### config.mk
export PLATFORM = sky130hd
export DESIGN_NAME = shift_unit
export DESIGN_NICKNAME = d
export VERILOG_FILES = /design/src/rtl/shift_unit.sv
export SDC_FILE = /design/constraint.sdc
export NUM_CORES = 1
export LEC_CHECK = 0
export CORE_MARGIN = 2
export CORE_UTILIZATION = 41
export CTS_CLUSTER_SIZE = 28
export DETAILED_ROUTE_END_ITERATION = 12
export PLACE_DENSITY = 0.73
export SYNTH_ARGS = -nofsm -noshare
export SYNTH_HDL_FRONTEND = slang
export SYNTH_SLANG_ARGS = --single-unit
### constraint.sdc
create_clock -name clk -period 1.6 [get_ports clk]
set_clock_uncertainty 0.1 [all_clocks]
set_input_delay 0.4 -clock clk [delete_from_list [all_inputs] [get_ports clk]]
set_output_delay 0.4 -clock clk [all_outputs]
set_load 0.01 [all_outputs]
### src/rtl/shift_unit.sv
// Sequential barrel-free shifter: shifts or rotates the operand one bit per clock,
// reporting the last bit moved out and whether the result is zero.
`timescale 1ns/1ps
module shift_unit #(
    parameter  int WIDTH = 16,
    localparam int SHW   = $clog2(WIDTH)
) (
    input  logic             clk,
    input  logic             rst_n,
    input  logic             start,
    input  logic [1:0]       mode,
    input  logic [SHW-1:0]   amount,
    input  logic [WIDTH-1:0] operand,
    output logic             ready,
    output logic             busy,
    output logic             done,
    output logic [WIDTH-1:0] result,
    output logic             carry_out,
    output logic             zero
);

    typedef enum logic [1:0] {IDLE, SHIFT, DONE} state_t;
    typedef enum logic [1:0] {MODE_SLL, MODE_SRL, MODE_SRA, MODE_ROL} mode_t;

    state_t           state;
    state_t           next_state;
    mode_t            mode_q;
    logic [SHW-1:0]   cnt;
    logic [WIDTH-1:0] shifted;
    logic             shift_carry;
    logic             accept;

    assign accept = (state == IDLE) && start;
    assign zero   = (result == '0);

    // One-bit step of the latched operation, applied to the current result.
    always_comb begin
        shifted     = result;
        shift_carry = 1'b0;
        case (mode_q)
            MODE_SLL: begin
                shifted     = {result[WIDTH-2:0], 1'b0};
                shift_carry = result[WIDTH-1];
            end
            MODE_SRL: begin
                shifted     = {1'b0, result[WIDTH-1:1]};
                shift_carry = result[0];
            end
            MODE_SRA: begin
                shifted     = {result[WIDTH-1], result[WIDTH-1:1]};
                shift_carry = result[0];
            end
            MODE_ROL: begin
                shifted     = {result[WIDTH-2:0], result[WIDTH-1]};
                shift_carry = result[WIDTH-1];
            end
            default: begin
                shifted     = result;
                shift_carry = 1'b0;
            end
        endcase
    end

    always_comb begin
        next_state = state;
        ready      = 1'b0;
        busy       = 1'b0;
        done       = 1'b0;
        case (state)
            IDLE: begin
                ready = 1'b1;
                if (start) begin
                    next_state = (amount != '0) ? SHIFT : DONE;
                end
            end
            SHIFT: begin
                busy = 1'b1;
                if (cnt == SHW'(1)) begin
                    next_state = DONE;
                end
            end
            DONE: begin
                busy       = 1'b1;
                done       = 1'b1;
                next_state = IDLE;
            end
            default: begin
                next_state = IDLE;
            end
        endcase
    end

    always_ff @(posedge clk or negedge rst_n) begin
        if (!rst_n) begin
            state <= IDLE;
        end else begin
            state <= next_state;
        end
    end

    // Result and carry persist outside SHIFT so they stay readable after DONE.
    always_ff @(posedge clk or negedge rst_n) begin
        if (!rst_n) begin
            result    <= '0;
            carry_out <= 1'b0;
            mode_q    <= MODE_SLL;
            cnt       <= '0;
        end else if (accept) begin
            result    <= operand;
            carry_out <= 1'b0;
            mode_q    <= mode_t'(mode);
            cnt       <= amount;
        end else if (state == SHIFT) begin
            result    <= shifted;
            carry_out <= shift_carry;
            cnt       <= cnt - SHW'(1);
        end
    end

endmodule

==> summary.txt <==
Worst setup path
  • R2R Path Start: cnt[1]
  • Number of cells on the worst reg-to-reg path: 5
  • Setup crit end kind: primary output
  • Reg2reg end: state[0]
  • Worst EP arrival: 1.51 ns
  • WS Path Type: flip-flop to primary output
  • Worst Setup Start Kind: flip-flop
  • Critical Path RT: 1.10 ns
  • Maximum fanout along the worst path: 2
  • Reg2reg setup slack: -0.11 ns

Drt
  • DR WL met2: 2.962 mm
  • Vias: 1725
  • DR vias/cell: 5.867
  • Met3 routed WL: 368 um
  • Routed metal-1 wire length: 2.272 mm
  • DR iter-0 viols: 108
  • Top sig layer: met4
  • TritonRoute pass-1 iters: 4
  • DRC Markers: 0
  • DRT Wirelength: 5.704 mm
  • Drt wl/cell: 19.40 um
  • ANT nets after route: 0

Place
  • PortBufs: 45
  • Placed cell count: 277
  • Pre-CTS setup slack: -0.3947 ns
  • Placer Congestion: 0.8444
  • Post-DP HPWL: 3.385 mm

Outcome
  • Failing checks: negative setup slack
  • Status: complete, but fails checks

Timing
  • FMAX: 498.0 MHz
  • Fin Hold WS: 0.3487 ns
  • Fin crit share: 125.5%
  • Fin crit period: 2.008 ns
  • Final TNS setup: -0.8525 ns
  • Fin worst setup slack: -0.4080 ns
  • Final Max Tran Viols: 0
  • Final hold vios: 0
  • Worst slew pin tran: 0.3532 ns
  • RSZ-0062 raised after global routing: yes
  • Final Setup Violations: 14
  • Slew margin rel.: 76.23%

Synthesis
  • Post-Syn Area: 0.001460 mm2
  • Synth async-reset ratio: 100.0%
  • Syn_nets: 194
  • Syn Inst Count: 160
  • Post-synth EDFFs: 0
  • Ys Warns: 0
  • Commonest register cell after synthesis: dfrtp_1
  • Synth cell types: 31
  • Register bit total from synthesis: 25
  • Avg Inst Size Synth: 9.126 um2
  • Sequential area share after synthesis: 42.84%

GRT
  • Overall routing resource usage: 26.10%
  • Total global routing overflow: 0
  • Vias in the first global route: 1745
  • Largest net degree at the start of global routing: 26
  • First-pass GRT wire length: 8.273 mm
  • Initial antenna violation count: 0

Floorplan
  • Rows: 21
  • Die Y-Extent: 63.68 um
  • Core region area: 0.003390 mm2
  • Top Ports: 46
  • Initial core utilization: 43.08%
  • Area of the die: 0.004055 mm2
  • Chip Width: 63.68 um

Clock tree
  • Max clock buf depth: 2
  • CTS tree: done
  • Htree depth: 1
  • CTS buffer count: 3
  • Worst-path clk slew: 0.13 ns
  • Clk root buf: clkbuf_4
  • Worst-skew pair later-pin latency: 0.31 ns
  • CTS Sinks: 25

Power and ir drop
  • Static Leak: 0.001115 uW
  • Pwr Density: 2171 mW/mm2
  • Maximum VDD drop: 0.9873 mV

Final layout
  • Final Non-Filler Cells: 294
  • Post-layout util: 79.33%
  • Layout cell share with drive strength beyond 1: 49.19%
  • ANT cells: 0
  • Synth-to-Final Area Change: 84.15%
  • Net count, final: 283

Flow run
  • Maxcap violations: 0

Min path
  • HP Class: input pin to asynchronous set/reset pin
==> synth_stat cells, types with 2 or more instances <==
cell / number / area (um2)
a211oi_1: 3 / 22.52
nor3_1: 26 / 130.1
ha_1: 9 / 112.6
buf_2: 6 / 30.03
inv_1: 8 / 30.03
nor4_1: 5 / 31.28
o21ai_0: 9 / 45.04
dfrtp_1: 25 / 625.6
a21oi_1: 3 / 15.01
a221oi_1: 14 / 122.6
nor2_1: 19 / 71.32
clkbuf_1: 4 / 15.01
nand2_1: 9 / 33.78
xnor2_1: 2 / 17.52
buf_4: 2 / 15.01
==> cell usage in the layout (no fill, tap or decap), types with 2 or more instances in the layout <==
cell type and count:
buf_8 2, buf_12 2, dfrtp_1 24, nor4_4 2
a221oi_2 9, clkbuf_2 4, clkbuf_4 3, o21ai_0 6
a21oi_2 2, a221oi_4 5, xnor2_1 2, a21bo_4 2
clkdlybuf4s50_1 24, nor4_1 3, buf_2 9, buf_6 13
a211oi_1 3, ha_4 6, o21ai_1 3, nor2_1 19
inv_2 4, nand2_1 9, ha_2 2, nor3_2 7
buf_4 38, nor3_1 19, inv_1 3
==> power by group <==
part / total [uW] / switching, uW / internal [uW]
registers: 1260 / 304 / 957
logic: 4300 / 2180 / 2120
clock network: 274 / 177 / 97.2
==> layer usage <==
metal / vias to the layer above / GRT usage (%)
li1: 770 / -
met1: 858 / 31.25
met2: 85 / 46.32
met3: 12 / 4.107
met4: 0 / 10.60
met5: - / 0
==> critical path, cell delays in order (launching register included) <==
cell,delay [ns]
dfrtp_1,0.41
nor4_1,0.37
and4_1,0.28
buf_2,0.14
==> cell type report <==
type                            count  area (um2)
Fill cell                         206       700.7
Tap cell                           46       57.56
Timing Repair Buffer               95       852.1
Inverter                            8       32.53
Multi-Input combinational cell    116        1094
Sequential cell                    25       626.9
Clock buffer                        4       26.28
==> state kept, by name, indices dropped and copies added, names as in the netlist <==
name       cells
carry_out      1
cnt            4
mode_q         2
result        16
state          2
==> worst max path at each step <==
stage                from         to  slack (ns)  cells past startpoint
2_1_floorplan    state[1]  result[6]       0.008                      7
6_report       result[14]       zero       -0.41                      3
5_1_grt        result[13]       zero       -0.47                      3
4_1_cts         result[8]       zero       -0.30                      3
3_3_place_gp    result[4]       zero       -0.37                      3
3_5_place_dp   result[13]       zero       -0.39                      3
==> metrics by stage <==
step | total power (uW) | instance area, um2
2_1_floorplan | 2856 | 1545
6_report | 5837 | 2689
5_1_grt | 6179 | 2689
3_5_place_dp | 4416 | 2273
3_3_place_gp | 4268 | 2273
4_1_cts | 4979 | 2419
==> logic make-up (layout without fill, tap and decap cells) <==
logic type	after synthesis	count (layout)	synth area share [%]
compound gates	36	37	18.34
xor+xnor	3	3	1.800
fa+ha+maj	9	9	7.712
buf+inv	20	107	6.169
flops	25	25	42.84
mux	1	1	0.6855
simple gates	66	66	22.45
==> repair_timing <==
| item | 4_1_cts | 5_1_grt |
|---|---|---|
| setup buffers | 4 | 10 |
| hold buffers | 0 | 0 |
| setup endpoints to repair | 41 | 31 |
| endpoints found under the hold margin | 0 | 0 |
| pin swaps | 8 | 22 |
| resized for setup | 100 | 48 |
| gates cloned | 1 | 1 |
Power figures use the tool's default switching activity.
